[src/rtl/rx_frame_pkg.sv]
// Shared frame layout, dispatcher state encoding and command classification
// for the receive-side frame dispatcher.
package rx_frame_pkg;

  localparam int CMD_W     = 8;
  localparam int PAYLOAD_W = 32;
  localparam int FRAME_W   = CMD_W + PAYLOAD_W;

  localparam logic [CMD_W-1:0] CMD_AUDIO_DEF = 8'hA0;

  typedef enum logic [1:0] {
    ST_IDLE      = 2'd0,
    ST_AUDIO_OUT = 2'd1,
    ST_CTRL_OUT  = 2'd2
  } disp_state_e;

  typedef enum logic [1:0] {
    CLS_AUDIO   = 2'd0,
    CLS_CTRL    = 2'd1,
    CLS_UNKNOWN = 2'd2
  } cmd_class_e;

  // The audio command has bit 7 set, so it must be matched before the
  // bit-7-clear control range test.
  function automatic cmd_class_e classify_cmd(input logic [CMD_W-1:0] cmd,
                                              input logic [CMD_W-1:0] audio_cmd);
    if (cmd == audio_cmd)
      return CLS_AUDIO;
    else if (!cmd[CMD_W-1])
      return CLS_CTRL;
    else
      return CLS_UNKNOWN;
  endfunction

endpackage

[src/rtl/rx_frame_dispatch_fifo.sv]
// Small synchronous FIFO with wrap-bit pointers; a push while full is only
// taken when a pop happens in the same cycle.
module sync_fifo #(
  parameter int WIDTH = 40,
  parameter int DEPTH = 4
) (
  input  logic                       clk,
  input  logic                       rst_n,
  input  logic                       push,
  input  logic [WIDTH-1:0]           wdata,
  input  logic                       pop,
  output logic [WIDTH-1:0]           rdata,
  output logic                       full,
  output logic                       empty,
  output logic [$clog2(DEPTH+1)-1:0] level
);

  localparam int AW = $clog2(DEPTH);
  localparam int LW = $clog2(DEPTH+1);

  logic [WIDTH-1:0] mem [DEPTH];
  logic [AW:0]      wr_ptr;
  logic [AW:0]      rd_ptr;
  logic             wr_en;
  logic             rd_en;

  assign full  = (wr_ptr[AW] != rd_ptr[AW]) && (wr_ptr[AW-1:0] == rd_ptr[AW-1:0]);
  assign empty = (wr_ptr == rd_ptr);
  assign level = LW'(wr_ptr - rd_ptr);
  assign rdata = mem[rd_ptr[AW-1:0]];

  assign rd_en = pop && !empty;
  assign wr_en = push && (!full || rd_en);

  always_ff @(posedge clk or negedge rst_n) begin
    if (!rst_n) begin
      wr_ptr <= '0;
      rd_ptr <= '0;
    end else begin
      if (wr_en) wr_ptr <= wr_ptr + 1'b1;
      if (rd_en) rd_ptr <= rd_ptr + 1'b1;
    end
  end

  // Storage carries data only; pointers alone define what is valid.
  always_ff @(posedge clk) begin
    if (wr_en) mem[wr_ptr[AW-1:0]] <= wdata;
  end

endmodule

[src/rtl/rx_frame_dispatch.sv]
// Buffers received frames, classifies the command byte and hands each frame
// in arrival order to the audio or control consumer; tracks drop/unknown stats.
module rx_frame_dispatch
  import rx_frame_pkg::*;
#(
  parameter int               DEPTH     = 4,
  parameter logic [CMD_W-1:0] CMD_AUDIO = CMD_AUDIO_DEF
) (
  input  logic                       clk,
  input  logic                       rst_n,
  input  logic [FRAME_W-1:0]         frame_data,
  input  logic                       frame_valid,
  output logic [PAYLOAD_W-1:0]       audio_data,
  output logic                       audio_valid,
  input  logic                       audio_ready,
  output logic [CMD_W-1:0]           ctrl_cmd,
  output logic [PAYLOAD_W-1:0]       ctrl_payload,
  output logic                       ctrl_valid,
  input  logic                       ctrl_ready,
  output logic [$clog2(DEPTH+1)-1:0] fifo_level,
  output logic                       overflow,
  output logic [7:0]                 overflow_count,
  output logic [7:0]                 bad_cmd_count,
  input  logic                       clear_status
);

  function automatic logic [7:0] sat_inc8(input logic [7:0] v);
    return (v == 8'hFF) ? v : v + 8'd1;
  endfunction

  disp_state_e        state, state_nxt;
  logic [FRAME_W-1:0] head;
  logic               fifo_full;
  logic               fifo_empty;
  logic               pop;
  logic               drop;
  logic               bad_evt;
  cmd_class_e         head_cls;

  sync_fifo #(
    .WIDTH (FRAME_W),
    .DEPTH (DEPTH)
  ) u_fifo (
    .clk   (clk),
    .rst_n (rst_n),
    .push  (frame_valid),
    .wdata (frame_data),
    .pop   (pop),
    .rdata (head),
    .full  (fifo_full),
    .empty (fifo_empty),
    .level (fifo_level)
  );

  // Stage 0: head-of-FIFO classification and pop decision
  assign head_cls = classify_cmd(head[FRAME_W-1 -: CMD_W], CMD_AUDIO);
  assign pop      = (state == ST_IDLE) && !fifo_empty;
  assign drop     = frame_valid && fifo_full && !pop;
  assign bad_evt  = pop && (head_cls == CLS_UNKNOWN);

  always_comb begin
    state_nxt = state;
    unique case (state)
      ST_IDLE: begin
        if (!fifo_empty) begin
          if (head_cls == CLS_AUDIO)     state_nxt = ST_AUDIO_OUT;
          else if (head_cls == CLS_CTRL) state_nxt = ST_CTRL_OUT;
        end
      end
      ST_AUDIO_OUT: if (audio_ready) state_nxt = ST_IDLE;
      ST_CTRL_OUT:  if (ctrl_ready)  state_nxt = ST_IDLE;
      default:      state_nxt = ST_IDLE;
    endcase
  end

  always_ff @(posedge clk or negedge rst_n) begin
    if (!rst_n) state <= ST_IDLE;
    else        state <= state_nxt;
  end

  // Stage 1: output registers, loaded only on pop so they hold through backpressure
  always_ff @(posedge clk or negedge rst_n) begin
    if (!rst_n) begin
      audio_data   <= '0;
      ctrl_cmd     <= '0;
      ctrl_payload <= '0;
    end else if (pop) begin
      if (head_cls == CLS_AUDIO)
        audio_data <= head[PAYLOAD_W-1:0];
      if (head_cls == CLS_CTRL) begin
        ctrl_cmd     <= head[FRAME_W-1 -: CMD_W];
        ctrl_payload <= head[PAYLOAD_W-1:0];
      end
    end
  end

  assign audio_valid = (state == ST_AUDIO_OUT);
  assign ctrl_valid  = (state == ST_CTRL_OUT);

  always_ff @(posedge clk or negedge rst_n) begin
    if (!rst_n) begin
      overflow       <= 1'b0;
      overflow_count <= '0;
      bad_cmd_count  <= '0;
    end else if (clear_status) begin
      overflow       <= 1'b0;
      overflow_count <= '0;
      bad_cmd_count  <= '0;
    end else begin
      if (drop) begin
        overflow       <= 1'b1;
        overflow_count <= sat_inc8(overflow_count);
      end
      if (bad_evt)
        bad_cmd_count <= sat_inc8(bad_cmd_count);
    end
  end

endmodule
[config.mk]
export PLATFORM = sky130hd
export DESIGN_NAME = rx_frame_dispatch
export DESIGN_NICKNAME = d
export VERILOG_FILES = /design/src/rtl/rx_frame_pkg.sv /design/src/rtl/rx_frame_dispatch_fifo.sv /design/src/rtl/rx_frame_dispatch.sv
export SDC_FILE = /design/constraint.sdc
export NUM_CORES = 1
export LEC_CHECK = 0
export BUFFER_PORTS_ARGS = -buffer_cell sky130_fd_sc_hd__buf_4
export CAP_MARGIN = 20
export CORE_MARGIN = 3
export CORE_UTILIZATION = 55
export DETAILED_ROUTE_END_ITERATION = 8
export GPL_TIMING_DRIVEN = 0
export PLACE_DENSITY = 0.89
export SKIP_LAST_GASP = 1
export SLEW_MARGIN = 30
export SYNTH_ARGS = -nofsm -noshare
export SYNTH_HDL_FRONTEND = slang
export SYNTH_HIERARCHICAL = 1
export SYNTH_SLANG_ARGS = --single-unit
[constraint.sdc]
create_clock -name clk -period 6 [get_ports clk]
set_input_delay 0.3 -clock clk [delete_from_list [all_inputs] [get_ports clk]]
set_output_delay 0.3 -clock clk [all_outputs]
set_load 0.01 [all_outputs]
==> results of run 1 <==
-- layout by cell type, fill, tap and decap left out, drive strengths merged, types with 3 or more instances in the layout --
master / count
nand4: 4
and3: 5
a211oi: 5
nand2b: 3
nor2b: 3
mux2i: 4
clkbuf: 46
ha: 9
nand3: 3
or3: 6
clkinv: 7
o21ai: 12
mux4: 40
mux2: 74
xnor2: 5
dlygate4sd3: 41
nor3: 5
dfrtp: 97
a21oi: 9
nor2: 9
inv: 12
nand2: 9
edfxtp: 160
buf: 150
-- layer usage --
layer / routed length, um / share of wire / up-vias / GRT usage
met5: 0 / 0 / - / 0
met4: 382 / 0.018 / 0 / 0.05660
met3: 1447 / 0.070 / 38 / 0.04268
met2: 10880 / 0.52 / 227 / 0.3732
li1: - / - / 2454 / -
met1: 8073 / 0.39 / 2877 / 0.2796
-- registers in the layout, summed over array words and instances, names as in the netlist --
| register | count |
|---|---|
| ctrl_cmd | 8 |
| overflow | 1 |
| overflow_count | 8 |
| bad_cmd_count | 8 |
| u_fifo/wr_ptr | 3 |
| audio_data | 32 |
| u_fifo/rd_ptr | 3 |
| ctrl_payload | 32 |
| state | 2 |
| u_fifo/mem | 160 |
-- how the worst max path moves through the flow --
stage / startpoint / to / slack (ns) / depth (start not counted)
after detailed placement: u_fifo/rd_ptr[1] / audio_data[27] / 2.25 / 10
after floorplan: u_fifo/rd_ptr[1] / u_fifo/mem[3][0] / 1.81 / 9
after global placement: u_fifo/rd_ptr[1] / u_fifo/mem[3][13] / 0.02 / 9
final: u_fifo/rd_ptr[1] / audio_data[13] / 2.26 / 10
after CTS: u_fifo/rd_ptr[1] / audio_data[29] / 2.19 / 10
after global routing: u_fifo/rd_ptr[1] / audio_data[20] / 2.00 / 10
-- area by class of cell --
cell class	count	area (um2)	area share
diodes	1	2.502	0.0001986
plain buffers	20	97.59	0.007747
clock buffers	36	748.2	0.05940
clock inverters	10	107.6	0.008542
inverters	11	41.29	0.003278
multi-input cells	229	2579	0.2047
flip-flops and latches	257	7232	0.5741
well taps	225	281.5	0.02235
repair buffers	181	1508	0.1197
-- power by group through the flow --
stage | Sequential, mW | Clock, mW | Combinational, mW
after global placement | 2.55 | 0 | 1.96
final | 2.55 | 1.58 | 2.11
after floorplan | 2.62 | 0 | 1.22
after global routing | 2.59 | 1.69 | 2.28
after detailed placement | 2.58 | 0 | 2.11
after CTS | 2.55 | 1.61 | 2.15
-- worst max-delay path, delay by kind of cell (launching register included) --
family / cells / cell delay [ns]
AND/OR/NAND/NOR: 4 / 1.05
flip-flops: 1 / 0.41
buffers and inverters: 4 / 1.41
adder cells (fa/ha/maj): 1 / 0.34
multiplexers: 1 / 0.42
-- cells by family after synthesis --
group	Yosys count
AOI/OAI and AO/OA	38
xor gates and xnor gates	6
adders and majority gates	10
buffers and inverters	31
DFF	257
muxes	118
and+or+nand+nor	57
-- through the flow --
stage / cell area, um2 / std cells / setup WS, ns / total power [mW] / util
final: 12600 / 970 / 2.262 / 6.240 / 0.7208
after global routing: 12600 / 970 / 2.005 / 6.556 / 0.7208
after CTS: 12590 / 969 / 2.194 / 6.299 / 0.7205
after detailed placement: 11330 / 882 / 2.251 / 4.684 / 0.6481
after global placement: 11230 / 880 / 0.02045 / 4.510 / 0.6428
after floorplan: 9917 / 517 / 1.809 / 3.842 / -
==> results.md, run 1 <==
- CP arrival: roughly 4.1 ns
- P_int: 4.373 mW
- Share of layout cells above drive strength 1: 0.4261
- Xor and xnor fraction of the mapped netlist area: 0.006056
- Flop-to-flop setup slack: 2.26 ns
- Mean post-synth cell area: between 15 and 20 um2
- Critical path class: flip-flop to flip-flop
- GRT Total Usage: 0.2144
- Async SR Flop Fraction: 0.3774
- CP max-delay cell: clkbuf_1
- Syn Inst Count: approximately 520
- Fmax: between 200 and 300 MHz
- Post-synthesis compound-gate area fraction: 0.02473
- WL per Instance: 21.42 um
- CTS clk-pin slew, worst paths: 0.06 ns
- RR Endpoint: audio_data[13]
- Register share of total power: 0.409
- Final ANT Viol Nets: 0
- Rel. slew slack: 0.2975
- Initial antenna violation count: 1
- Die H: about 140 um
- Synth unique cells: 50
- Status: completed
- Post-synth net total: approximately 570
- Required time worst endpoint: 6.39 ns
- Number of CTS-inserted buffers: 25
- Die area: 0.01968 mm2
- Fin crit share: 0.6231
- PortBufs: 138
- Net Sw Power: 1.867 mW
- Area Growth Syn to Fin: 27.03%
- Initial core utilization: 0.5674
- Largest net degree at the start of global routing: 98
- EDFF count, synth: between 150 and 200
- Most frequent cells after synthesis: edfxtp_1 (160), dfrtp_1 (97), mux2_2 (73)
- Post-CTS Repair Setup Buffers: 0
- CP Capture Type: flip-flop
- Worst Hold Depth: 2
- Max-cap violation count: 0
- # hold bufs at CTS: 41
- Sink Count: ~260
- Slew @ Worst Pin: 1.041 ns
- Vias per inst: roughly 5.8
- CP Launch Type: flip-flop
- Vias in the first global route: between 6k and 7k
- CTS H-Tree Depth: 1
- Adder-cell area share of the yosys netlist: 0.01337
- Worst Hold Launch: audio_ready
- Worst hold-check path type: input port to flip-flop
- Count leader, synth: edfxtp_1
- DRC: 0
- Largest cells by area after synthesis: edfxtp_1 (48%), dfrtp_1 (24%), mux4_2 (9.1%)
- Top cell by count, worst path: clkbuf_1
- Nets: 781
- Register area share after synthesis: 0.7292
- Post-synth top area share: 0.4845
- Combinational power share: 0.339
- GRT overflow: 0
- Multiplexer share of the synthesized area: 0.1793
- Largest stage delay, worst path: roughly 0.57 ns
- Dominant synthesized flop cell: edfxtp_1
- RSZ-0062 raised after global routing: false
- Syn. warnings: 6
- Simple-Gate Fraction of Synth Area: 0.03331
- Worst Skew: 0.01468 ns
- Main combinational cell family by area after synthesis: multiplexers
- DRT Pass-1 Iters: 5
- Setup TNS: 0 ns
- Post-CTS sizing: 0
- Reg2Reg Depth: 10
- Routed wire length: 20780 um
- CP Cell Sequence: buf_2, clkbuf_1, inv_1, ha_1, nand2_1, nor2b_1, nor3_1, nand4_1, clkbuf_1, mux2_2
- Die X: 140.3 um
- Final setup fails: 0
- Hold_ws: 0.02199 ns
- Endpoints failing hold: 0
- Peak VDD IR: 0.0002921 V
- Mapped Area: approximately 0.0099 mm2
- Post-DP HPWL: 13610 um
- Hold Path End: state[0]
- CTS tree: built
- Final Max Slew Viols: 0
- Clock Latency Late Sink: between 0.5 and 0.6 ns
- Minimum clock period: between 3 and 4 ns
- Dominant cell type by area after synthesis: edfxtp_1
- Clk network pwr share: 0.253
- PD cells: 495.3 mW/mm2
- P_leak: a little over 5 nW
- Yosys reg bits: ~260
- First-pass GRT wire length: roughly 33000 um
- Core Footprint: 0.01748 mm2
- GPL Wtd Cong: between 0.8 and 0.9
- CTS root buf: clkbuf_16
- Row count: 48
- CP Max Fanout: 10
- CTS max path bufs: 3
- Top Ports: 140
- Sw Share: 0.2992
- Vias: around 5.6k
- 1st-iter DRT viols: 337
- Worst reg2reg path startpoint: u_fifo/rd_ptr[1]
- Layout fillers: approximately 1.0k
(Power assumes the default switching activity.)
==> inputs of run 2 (changes only) <==
Clock period 6 ns to 3.84 ns, I/O delays scaled along.
==> results.md, run 2 (same netlist as run 1, synthesis figures left out) <==
- Status: completed
- WL per Instance: 21.23 um (-0.89%)
- Largest stage delay, worst path: 0.60 ns (+0.03 ns)
- Flop-to-flop setup slack: 0.48 ns (-1.78 ns)
- CP Max Fanout: 10 (unchanged)
- Vias: 5528 (-1.2%)
- Worst hold-check path type: input port to flip-flop
- Die X: 140.3 um (unchanged)
- RR Endpoint: audio_data[22]
- Setup TNS: 0 ns (unchanged)
- Top Ports: 140 (unchanged)
- CTS clk-pin slew, worst paths: 0.06 ns (about the same)
- DRT Pass-1 Iters: 4 (-1)
- Reg2Reg Depth: 7 (-3)
- Dpl cells: 883 (+0.11%)
- Rel. slew slack: 0.3475 (+0.05001)
- CP Cell Sequence: buf_2, buf_2, mux4_2, nor4b_2, nand4_1, clkbuf_2, mux2_2
- Bufs and invs on worst path: 3 (-1)
- CP Capture Type: flip-flop
- Hold Path End: u_fifo/wr_ptr[0]
- Minimum clock period: 3.361 ns (-0.3775 ns)
- Die H: 140.3 um (unchanged)
- CP arrival: 3.76 ns (-0.37 ns)
- Max reg flops: 160 (unchanged)
- Post-DP HPWL: 13080 um (-3.8%)
- First-pass GRT wire length: 32670 um (-1.6%)
- Total chip power: 9.853 mW (+58%)
- Layout fillers: 1059 (+2.3%)
- Row count: 48 (unchanged)
- CTS H-Tree Depth: 1 (unchanged)
- Fin crit share: 0.8752 (+0.2522)
- Worst reg2reg path startpoint: u_fifo/rd_ptr[0]
- Final setup fails: 0 (unchanged)
- Area Growth Syn to Fin: 27.62%
- P_leak: 5.049 nW (+0.42%)
- Slew @ Worst Pin: 0.9664 ns (-0.07407 ns)
- 1st-iter DRT viols: 340 (+0.89%)
- Top cell by count, worst path: buf_2
- Number of CTS-inserted buffers: 26 (+4.0%)
- Clock Latency Late Sink: 0.52 ns (about the same)
- CP Launch Type: flip-flop
- Routed wire length: 20680 um (-0.48%)
- Peak VDD IR: 0.0005894 V (+100%)
- PortBufs: 138 (unchanged)
- Endpoints failing hold: 0 (unchanged)
- Initial antenna violation count: 1 (unchanged)
- CTS max path bufs: 3 (unchanged)
- Vias per inst: 5.676 (-1.6%)
- Share of layout cells above drive strength 1: 0.4278 (+0.001732)
- PD cells: 778.6 mW/mm2 (+57%)
- CP max-delay cell: mux4_2
- Vias in the first global route: 6002 (-1.5%)
- Commonest non-fill, non-tap cell in the layout: edfxtp_1
- DRC: 0 (unchanged)
- CTS tree: built
- Max-cap violation count: 0 (unchanged)
- Largest net degree at the start of global routing: 98 (unchanged)
- GRT overflow: 0 (unchanged)
- Commonest non-fill, non-tap cells in the layout: edfxtp_1 (160), buf_4 (138), dfrtp_1 (97)
- GRT Total Usage: 0.2120 (-0.002488)
- Sink Count: 257 (unchanged)
- Final ANT Viol Nets: 0 (unchanged)
- Multi-input gate area: 0.002579 mm2 (unchanged)
- Initial core utilization: 0.5674 (unchanged)
- Core Footprint: 0.01748 mm2 (unchanged)
- Register area: 0.007232 mm2 (unchanged)
- CTS root buf: clkbuf_16
- Worst Hold Depth: 3 (+1)
- Worst Hold Launch: frame_valid
- GPL Wtd Cong: 0.7960 (-2.1%)
- Critical path class: flip-flop to flip-flop
- RSZ-0062 raised after global routing: false
- Worst Skew: 0.01584 ns (+0.001162 ns)
- Post-CTS Repair Setup Buffers: 0 (unchanged)
- Fmax: 297.5 MHz (+11%)
- Required time worst endpoint: 4.24 ns (-2.15 ns)
- Hold_ws: 0.05870 ns (+0.03671 ns)
- CP top delay family: buffers and inverters
- Die area: 0.01968 mm2 (unchanged)
- Final Max Slew Viols: 0 (unchanged)
- Nets: 784 (+0.38%)
- Post-route non-filler standard cell count: 974 (+0.41%)
==> run 2: cell count changes in the layout (fill, tap and decap cells not counted), sizes merged <==
cell,previous run,this run
clkinvlp,0,2
buf,150,151
clkinv,7,8
clkbuf,46,42
dlygate4sd3,41,43
bufinv,2,4
==> run 2: worst min-delay path: stages <==
cell and delay (ns):
buf_4 0.14, o21ai_1 0.13, xnor2_1 0.08
==> run 2: routing by layer <==
metal,routed length [um],vias to the layer above,global-route usage
li1,-,2456,-
met1,7940,2835,0.2678
met2,10990,200,0.3705
met3,1234,37,0.03858
met4,516,0,0.07598
met5,0,-,0
==> run 2: how the worst max path moves through the flow <==
stage | depth (start not counted) | slack (ns) | start | end
finish | 7 | 0.48 | u_fifo/rd_ptr[0] | audio_data[22]
detailed placement | 10 | 0.12 | u_fifo/rd_ptr[1] | audio_data[22]
global route | 7 | 0.25 | u_fifo/rd_ptr[0] | audio_data[25]
floorplan | 10 | 0.44 | u_fifo/rd_ptr[1] | u_fifo/mem[0][0]
CTS | 10 | 0.06 | u_fifo/rd_ptr[1] | audio_data[22]
global placement | 9 | -0.92 | u_fifo/rd_ptr[1] | u_fifo/mem[3][12]
==> run 2: timing repair <==
item / in CTS / in global routing
hold buffers: 43 / 0
setup endpoints to repair: 0 / 149
gates resized for setup: 0 / 6
endpoints found under the hold margin: 259 / 0
==> run 2: layout make-up <==
type	count	area share
Sequential cell	257	0.5714
Multi-Input combinational cell	229	0.2038
Timing Repair Buffer	184	0.1199
Clock buffer	33	0.05596
Tap cell	225	0.02224
Clock inverter	15	0.01552
Buffer	19	0.007711
Inverter	11	0.003262
Antenna cell	1	0.0001977
==> run 2: power by group <==
group | switching [mW] | total, mW | internal [mW] | leakage (nW)
clock | 1.01 | 2.60 | 1.58 | 0.437
combinational | 1.62 | 3.27 | 1.64 | 1.90
sequential | 0.302 | 3.99 | 3.69 | 2.71
total | 2.94 | 9.85 | 6.91 | 5.05
==> run 2: through the flow <==
step	cell area, um2	setup WS, ns	util
2_1_floorplan	9921	0.4352	-
3_3_place_gp	11240	-0.9204	0.6430
3_5_place_dp	11320	0.1181	0.6475
4_1_cts	12650	0.06017	0.7239
6_report	12660	0.4791	0.7242
5_1_grt	12660	0.2541	0.7242
